`src/rtl/cache_way_ctrl.sv`:
```
// cache_way_ctrl: 4-way set-associative tag/state controller with writeback and refill sequencing.
module cache_way_ctrl #(
  parameter int SETS = 16,
  parameter int WAYS = 4,
  parameter int OFFSET_W = 4
) (
  input  logic                        CLK,
  input  logic                        RST,
  input  logic                        req_valid,
  input  logic                        req_we,
  input  logic [31:0]                 req_addr,
  output logic                        req_ready,
  output logic [$clog2(WAYS)-1:0]     hit_way,
  input  logic [$clog2(WAYS)-1:0]     lru_way,
  output logic                        lru_we,
  output logic [$clog2(WAYS)-1:0]     lru_in,
  output logic                        mem_rd,
  output logic                        mem_wr,
  output logic [31:0]                 mem_addr,
  input  logic                        mem_ack,
  output logic                        fill_we,
  output logic [$clog2(SETS)-1:0]     fill_set,
  output logic [$clog2(WAYS)-1:0]     fill_way
);
  localparam int IW = $clog2(SETS);
  localparam int WW = $clog2(WAYS);
  localparam int TW = 32 - IW - OFFSET_W;
  typedef enum logic [1:0] {IDLE, WB, REFILL} state_t;
  state_t state, state_nx;
  logic [TW-1:0] tags [SETS][WAYS];
  logic [WAYS-1:0] valid [SETS];
  logic [WAYS-1:0] dirty [SETS];
  logic [TW-1:0] l_tag;
  logic [IW-1:0] l_idx;
  logic [WW-1:0] v_way;
  logic [IW-1:0] idx;
  logic [TW-1:0] tag;
  logic hit, inv, miss;
  logic [WW-1:0] hw, inv_way, victim;
  assign idx = req_addr[OFFSET_W +: IW];
  assign tag = req_addr[31 -: TW];
  // Descending scan so the lowest matching / lowest invalid way wins.
  always_comb begin
    hit = 1'b0;
    hw = '0;
    inv = 1'b0;
    inv_way = '0;
    for (int i = WAYS - 1; i >= 0; i--) begin
      if (valid[idx][i] && tags[idx][i] == tag) begin
        hit = 1'b1;
        hw = WW'(i);
      end
      if (!valid[idx][i]) begin
        inv = 1'b1;
        inv_way = WW'(i);
      end
    end
  end
  assign victim = inv ? inv_way : lru_way;
  assign miss = state == IDLE && req_valid && !hit;
  always_comb begin
    state_nx = state;
    if (state == IDLE)
      state_nx = miss ? (valid[idx][victim] && dirty[idx][victim] ? WB : REFILL) : IDLE;
    else if (mem_ack)
      state_nx = state == WB ? REFILL : IDLE;
  end
  always_ff @(posedge CLK) begin
    if (RST) state <= IDLE;
    else state <= state_nx;
  end
  always_ff @(posedge CLK) begin
    if (!RST && miss) begin
      l_tag <= tag;
      l_idx <= idx;
      v_way <= victim;
    end
  end
  always_ff @(posedge CLK) begin
    if (RST) begin
      for (int s = 0; s < SETS; s++) begin
        valid[s] <= '0;
        dirty[s] <= '0;
      end
    end else if (req_ready && req_we) begin
      dirty[idx][hw] <= 1'b1;
    end else if (fill_we) begin
      valid[l_idx][v_way] <= 1'b1;
      dirty[l_idx][v_way] <= 1'b0;
    end
  end
  // Tags are deliberately not reset; valid bits alone qualify them.
  always_ff @(posedge CLK) begin
    if (fill_we) tags[l_idx][v_way] <= l_tag;
  end
  assign req_ready = state == IDLE && req_valid && hit;
  assign hit_way = req_ready ? hw : '0;
  assign lru_we = req_ready;
  assign lru_in = hit_way;
  assign mem_wr = state == WB;
  assign mem_rd = state == REFILL;
  assign fill_we = mem_rd && mem_ack && !RST;
  assign mem_addr = mem_wr ? {tags[l_idx][v_way], l_idx, {OFFSET_W{1'b0}}} :
                    mem_rd ? {l_tag, l_idx, {OFFSET_W{1'b0}}} : 32'h0;
  assign fill_set = state == IDLE ? '0 : l_idx;
  assign fill_way = state == IDLE ? '0 : v_way;
endmodule

```
`config.mk`:
```
export PLATFORM = sky130hd
export DESIGN_NAME = cache_way_ctrl
export DESIGN_NICKNAME = d
export VERILOG_FILES = /design/src/rtl/cache_way_ctrl.sv
export SDC_FILE = /design/constraint.sdc
export NUM_CORES = 2
export LEC_CHECK = 0
export BUFFER_PORTS_ARGS = -buffer_cell sky130_fd_sc_hd__buf_2
export CAP_MARGIN = 20
export CORE_UTILIZATION = 45
export CTS_BUF_LIST = sky130_fd_sc_hd__clkbuf_8
export CTS_CLUSTER_DIAMETER = 100
export CTS_CLUSTER_SIZE = 40
export DETAILED_ROUTE_END_ITERATION = 10
export GPL_TIMING_DRIVEN = 1
export RECOVER_POWER = 100
export SLEW_MARGIN = 0
export SYNTH_ARGS = -nofsm -noshare
export SYNTH_HDL_FRONTEND = slang
export SYNTH_SLANG_ARGS = --single-unit
export TNS_END_PERCENT = 1
```
`constraint.sdc`:
```
create_clock -name CLK -period 8 [get_ports CLK]
set_input_delay 1.6 -clock CLK [delete_from_list [all_inputs] [get_ports CLK]]
set_output_delay 1.6 -clock CLK [all_outputs]
set_load 0.05 [all_outputs]
```
=== Yosys cells after proc, flatten, opt, wreduce, memory -nomap -nowiden ===
Memories as Yosys holds them, arrays and structs flattened. A register that Yosys moved wholly into a read port is not among the register bits.
Index checks and enable logic that the tools add are counted.
W data, S select, Z words.

* Flip-flop bits (word level): 32
* RAM bits: 1664
* Input port bits: 39
* Output and inout port bits: 47
* Word-level logic and storage cells: 103
* Memories kept: 3

* Magnitude comparators: 7
* Eq/ne operators: 6
* Muxes and demuxes: 60
* Bitwise logic cells: 1
* Reductions and logical operators: 22

{| class="wikitable"
|+ Memories
! memory !! depth !! bits a word !! read ports !! clocked after Yosys merged registers in !! write ports !! line !! RTL
|-
| tags || 16 || 96 || 2 || 1 || 1 || 30 || <nowiki>logic [TW-1:0] tags [SETS][WAYS];</nowiki>
|-
| dirty || 16 || 4 || 1 || 0 || 16 || 32 || <nowiki>logic [WAYS-1:0] dirty [SETS];</nowiki>
|-
| valid || 16 || 4 || 1 || 0 || 16 || 31 || <nowiki>logic [WAYS-1:0] valid [SETS];</nowiki>
|}

{| class="wikitable"
|+ Operators with widths
! cell !! count
|-
| $eq A24 B24 Y1 || 4
|-
| $mux W96 || 1
|-
| $mux W24 || 3
|-
| $mux W32 || 2
|-
| $mux W4 || 13
|-
| $bmux W24 S2 || 1
|-
| $demux W24 S2 || 1
|-
| $mux W2 || 16
|-
| $mux W1 || 19
|-
| $logic_and A1 B1 Y1 || 15
|-
| $reduce_or A4 Y1 || 3
|-
| $lt A2 B3 Y1 const B || 3
|-
| $bmux W1 S2 || 2
|-
| $demux W1 S2 || 2
|-
| $ge A2 B1 Y1 const B || 2
|-
| $ge A3 B3 Y1 const B || 1
|-
| $lt A3 B1 Y1 const B || 1
|-
| $not A2 Y3 || 1
|-
| $eq A2 B1 Y1 const B || 1
|-
| $eq A2 B2 Y1 const B || 1
|-
| $logic_not A1 Y1 || 2
|-
| $logic_not A2 Y1 || 1
|-
| $reduce_bool A2 Y1 || 1
|}

=== Depth between registers and ports, before layout ===
An unclocked memory read counts as a cell.

* Depth in word-level cells: 15
* Depth in mapped cells: 18
* Mapped depth without buffers: 11

=== Worst setup path after synthesis ===
OpenSTA, ideal clock, no wires.

* Path kind: in2out
* From: input req_addr[5]
* To: output lru_in[0]
* Arrival time: 5786 ps
* Data required time: 6400 ps
* Setup slack: 614 ps
* Stages on the path: 13
* Buffers on the path: 6
* Cells stage by stage: clkbuf_1 -> buf_4 -> buf_4 -> buf_2 -> buf_2 -> mux4_2 -> a41oi_1 -> o2111ai_1 -> or4_4 -> nor4_4 -> a21oi_1 -> a211oi_1 -> buf_4

* Word-level cells in the longest chain between the ends: 9
* Elaborated cells on any way between the ends: 20
* Classes of those cells: eq/ne: 4; mux: 9; reduce/logical: 5; memory: 2

{| class="wikitable"
|+ RTL lines
! what !! line !! RTL
|-
| start: declaration || 11 || <nowiki>input logic [31:0] req_addr,</nowiki>
|-
| $mem_v2 Z16 W96 || n/a ||
|-
| $eq A24 B24 Y1 || 49 || <nowiki>if (valid[idx][i] && tags[idx][i] == tag) begin</nowiki>
|-
| $logic_and A1 B1 Y1 || 49 ||
|-
| $mux W1 (4 in a row) || 49 ||
|-
| $logic_and A1 B1 Y1 || 96 || <nowiki>assign req_ready = state == IDLE && req_valid && hit;</nowiki>
|-
| $mux W2 (*) || 97 || <nowiki>assign hit_way = req_ready ? hw : '0;</nowiki>
|-
| end: declaration || 16 || <nowiki>output logic [$clog2(WAYS)-1:0] lru_in,</nowiki>
|}

Mark *: on every way between the ends. The rest lies on a longest branch, timed or not.

=== Worst setup path after layout ===
* From: input req_addr[4]
* To: output lru_in[1]

Same word-level chain as after synthesis.

==> impl_table.tex <==
\begin{tabular}{lr}
\hline
Metric & Value \\
\hline
\multicolumn{2}{l}{\textbf{Run status}} \\
Run status & complete, but fails checks \\
Violations in the final reports & max-capacitance violations, max-slew violations \\
\multicolumn{2}{l}{\textbf{Layout}} \\
Synthesis-to-layout area growth & 5.58\% \\
Total non-filler cell area in the finished layout & 85,600 um2 \\
Combined flip-flop and latch cell area & 50,400 um2 \\
Multi-input combinational cell area & 28,600 um2 \\
Fill count & 14,762 \\
Non-filler instance count after layout & 6,617 \\
Fraction of final layout cells sized beyond drive strength 1 & 28.3\% \\
Fin nets & 4,264 \\
Post-Route Utilization & 47.9\% \\
\multicolumn{2}{l}{\textbf{Floorplan}} \\
\# rows & 155 \\
Boundary pin count & 86 \\
Starting density of the core & 45.4\% \\
Die width & 426 um \\
Die extent in y & 426 um \\
Area of the die & 182,000 um2 \\
Placeable core region & 179,000 um2 \\
\multicolumn{2}{l}{\textbf{Synth}} \\
Synth Area in Compound Gates & 4.36\% \\
Largest cells by area after synthesis & edfxtp\_1 60\%, mux4\_2 22\%, mux2i\_1 2.8\% \\
Unique masters post-synth & 94 \\
Share of synthesized registers carrying an async set or reset & 0\% \\
Post-synthesis share of cell area spent on full adders, half adders and majority gates & 0\% \\
Seq cells post-synth & 1,700 \\
Average cell area after synthesis & 19.5 um2 \\
Portion of netlist area occupied by mux cells & 27.0\% \\
Count of flip-flops with a built-in enable after synthesis & 1,630 \\
Main combinational cell family by area after synthesis & multiplexers \\
Biggest area consumer among synthesized cells & edfxtp\_1 \\
Sequential share of the synthesized area & 62.1\% \\
Synth Flop Type & edfxtp\_1 \\
Post-synthesis instance area & 81,000 um2 \\
Yosys top cell area share & 60.4\% \\
Simple-gate share of the synthesized area & 2.61\% \\
Count of mapped cells out of synthesis & 4,165 \\
Most frequent cell after synthesis & edfxtp\_1 \\
Synth Warn \# & 0 \\
Post-synthesis share of cell area spent on xor and xnor gates & 1.10\% \\
Most used standard cells in the synthesized netlist & 1,630 x edfxtp\_1, 798 x mux4\_2, 225 x mux2i\_1 \\
\multicolumn{2}{l}{\textbf{Timing}} \\
Max-Slew Margin vs Limit & -130\% \\
Post-route clock period utilization & 98.5\% \\
Setup Total Neg Slack & 0 ps \\
Achievable clock frequency & 0.127 GHz \\
Final Hold Violating Endpoints & 0 \\
Worst hold slack after final layout & 478 ps \\
Post-layout worst setup margin & 118 ps \\
Fin crit period & 7880 ps \\
Max Transition Viols Final & 2,634 \\
Slew at the pin with the worst max-slew slack & 3440 ps \\
Setup repair after global routing missed its margin & false \\
Worst clock skew & 90.2 ps \\
Final setup vio count & 0 \\
\multicolumn{2}{l}{\textbf{Global routing}} \\
Overall Global Routing Usage & 30.2\% \\
GRT overflow & 0 \\
Antenna violations before repair & 23 \\
Number of global-route vias before repair & 45,154 \\
Largest net degree at the start of global routing & 84 \\
Global-route wire length before repair & 377,000 um \\
\multicolumn{2}{l}{\textbf{Min path}} \\
Worst min-delay path category & reg2reg \\
\multicolumn{2}{l}{\textbf{Clocking}} \\
CTS clk-pin slew, worst paths & 210 ps \\
Clk root buf & clkbuf\_8 \\
Clock network latency to the later pin of the worst-skew pair & 940 ps \\
TritonCTS clock tree & yes \\
Number of buffers created by CTS & 53 \\
Htree depth & 2 \\
CTS sink count & 1,700 \\
Clk buf depth & 3 \\
\multicolumn{2}{l}{\textbf{Power}} \\
Net switching share of the total power & 25.5\% \\
Cell Pwr Density & 178 nW/um2 \\
Design internal power & 11.3 mW \\
Total power & 15.2 mW \\
Sequential Power Share & 64.3\% \\
Net Sw Power & 3.88 mW \\
Standby leakage power & 27.1 nW \\
Comb pwr share & 12.6\% \\
Clock network power share & 23.2\% \\
Max VDD drop & 0.165 mV \\
\multicolumn{2}{l}{\textbf{Placement}} \\
Post-place instance area & 85,400 um2 \\
Cells after DPL & 6,524 \\
HPWL after DPL & 178,000 um \\
Worst setup slack before clock tree synthesis & 191 ps \\
\# port buffers & 77 \\
Routability cong. & 0.909 \\
\multicolumn{2}{l}{\textbf{Routing}} \\
Post-route ant nets & 0 \\
Count of TritonRoute iterations in the first routing pass & 6 \\
Count of unresolved DRC violations after routing & 0 \\
Total wirelength of the detailed-routed design & 276,000 um \\
Number of design-rule violations left by the first detailed-router iteration & 7,036 \\
Average vias per placed instance & 7.05 \\
Total via count after detailed routing & 46,657 \\
Post-detailed-route wirelength per cell & 41.7 um \\
\multicolumn{2}{l}{\textbf{Setup path}} \\
Category of the critical setup timing path & in2out \\
Launching element type of the critical path & input pin \\
Largest fanout on the critical path & 40 \\
Crit path DAT & 6280 ps \\
Endpoint kind of the worst setup timing path & output port \\
CP Data Required Time & 6400 ps \\
\multicolumn{2}{l}{\textbf{Job}} \\
Number of maximum-capacitance constraint violations & 89 \\
\hline
\end{tabular}
-- worst max-delay path, stage by stage --
cell and delay (ps):
buf_8 390, buf_12 350, buf_12 290, buf_12 210, mux4_2 560, xor2_1 170, o31ai_1 590, buf_4 250
a31oi_1 110, nor3_2 150, buf_4 210, and3_1 230, a21o_1 150, nor3b_1 420, buf_4 200, clkbuf_2 270
-- worst paths after layout --
kind,from,end,slack [ps],depth (start not counted)
setup / recovery,req_addr[4],lru_in[1],120,16
hold / removal,valid[13][1]$_DFF_P_,valid[13][1]$_DFF_P_,480,1
setup reg to reg,state[0]$_SDFFE_PP0P_,tags[11][62]$_DFFE_PP_,1700,9
hold reg to reg,valid[13][1]$_DFF_P_,valid[13][1]$_DFF_P_,480,1
-- cells in the final DEF (no fill, tap or decap), types with 33 or more instances in the layout --
cell type | Yosys | routed
nand2_1 | 91 | 91
a21oi_1 | 46 | 46
edfxtp_1 | 1630 | 1630
clkbuf_1 | 146 | 104
a22oi_1 | 77 | 78
buf_4 | 25 | 116
dfxtp_1 | 70 | 66
xor2_1 | 34 | 34
clkbuf_2 | 0 | 60
xnor2_1 | 68 | 68
a221oi_1 | 33 | 33
mux4_2 | 798 | 798
a21o_1 | 100 | 100
mux2i_1 | 225 | 225
mux4_1 | 50 | 50
buf_12 | 22 | 37
clkbuf_8 | 1 | 56
a22o_1 | 52 | 52
nor2_1 | 192 | 176
-- cell type report --
class / instances / share of cell area, %
Antenna cell: 4 / 0.0117
Sequential cell: 1700 / 58.9
Timing Repair Buffer: 341 / 2.88
Clock buffer: 55 / 0.885
Tap cell: 2355 / 3.44
Clock inverter: 33 / 0.456
Multi-Input combinational cell: 2111 / 33.4
Inverter: 18 / 0.0804
-- metal layers --
layer	vias to the layer above	part of all wire, %	track usage (%)
li1	17826	-	-
met1	25550	39	42.1
met2	2833	47	47.2
met3	430	9.9	5.67
met4	18	4.8	11.7
met5	-	0.037	0
-- sequential cells by signal, indices dropped and copies added, names as in the netlist, named ones only --
register and flops:
dirty 64, valid 64, l_idx 4, l_tag 24
state 2, v_way 2, tags 1536
-- kinds of logic (layout without fill, tap and decap cells) --
family                    after synthesis  count (layout)
AOI/OAI and AO/OA                     462             462
xor gates and xnor gates              102             102
buffers and inverters                 357             447
DFF                                  1700            1700
muxes                                1105            1105
other                                   1               8
and+or+nand+nor                       438             438
-- timing repair --
| action | in CTS | in global routing |
|---|---|---|
| setup buffers | 0 | 0 |
| hold buffers | 0 | 0 |
| setup endpoints to repair | 0 | 2 |
| gates resized for setup | 0 | 1 |
-- power by group through the flow --
stage	clock network (mW)	logic, mW	registers (mW)
after global placement	0	1.90	9.95
final	3.52	1.91	9.77
after CTS	3.55	1.91	9.76
after detailed placement	0	1.91	9.96
after global routing	3.80	1.96	9.78
after floorplan	0	1.21	9.98
No activity file was read; power rests on OpenSTA's default activity.
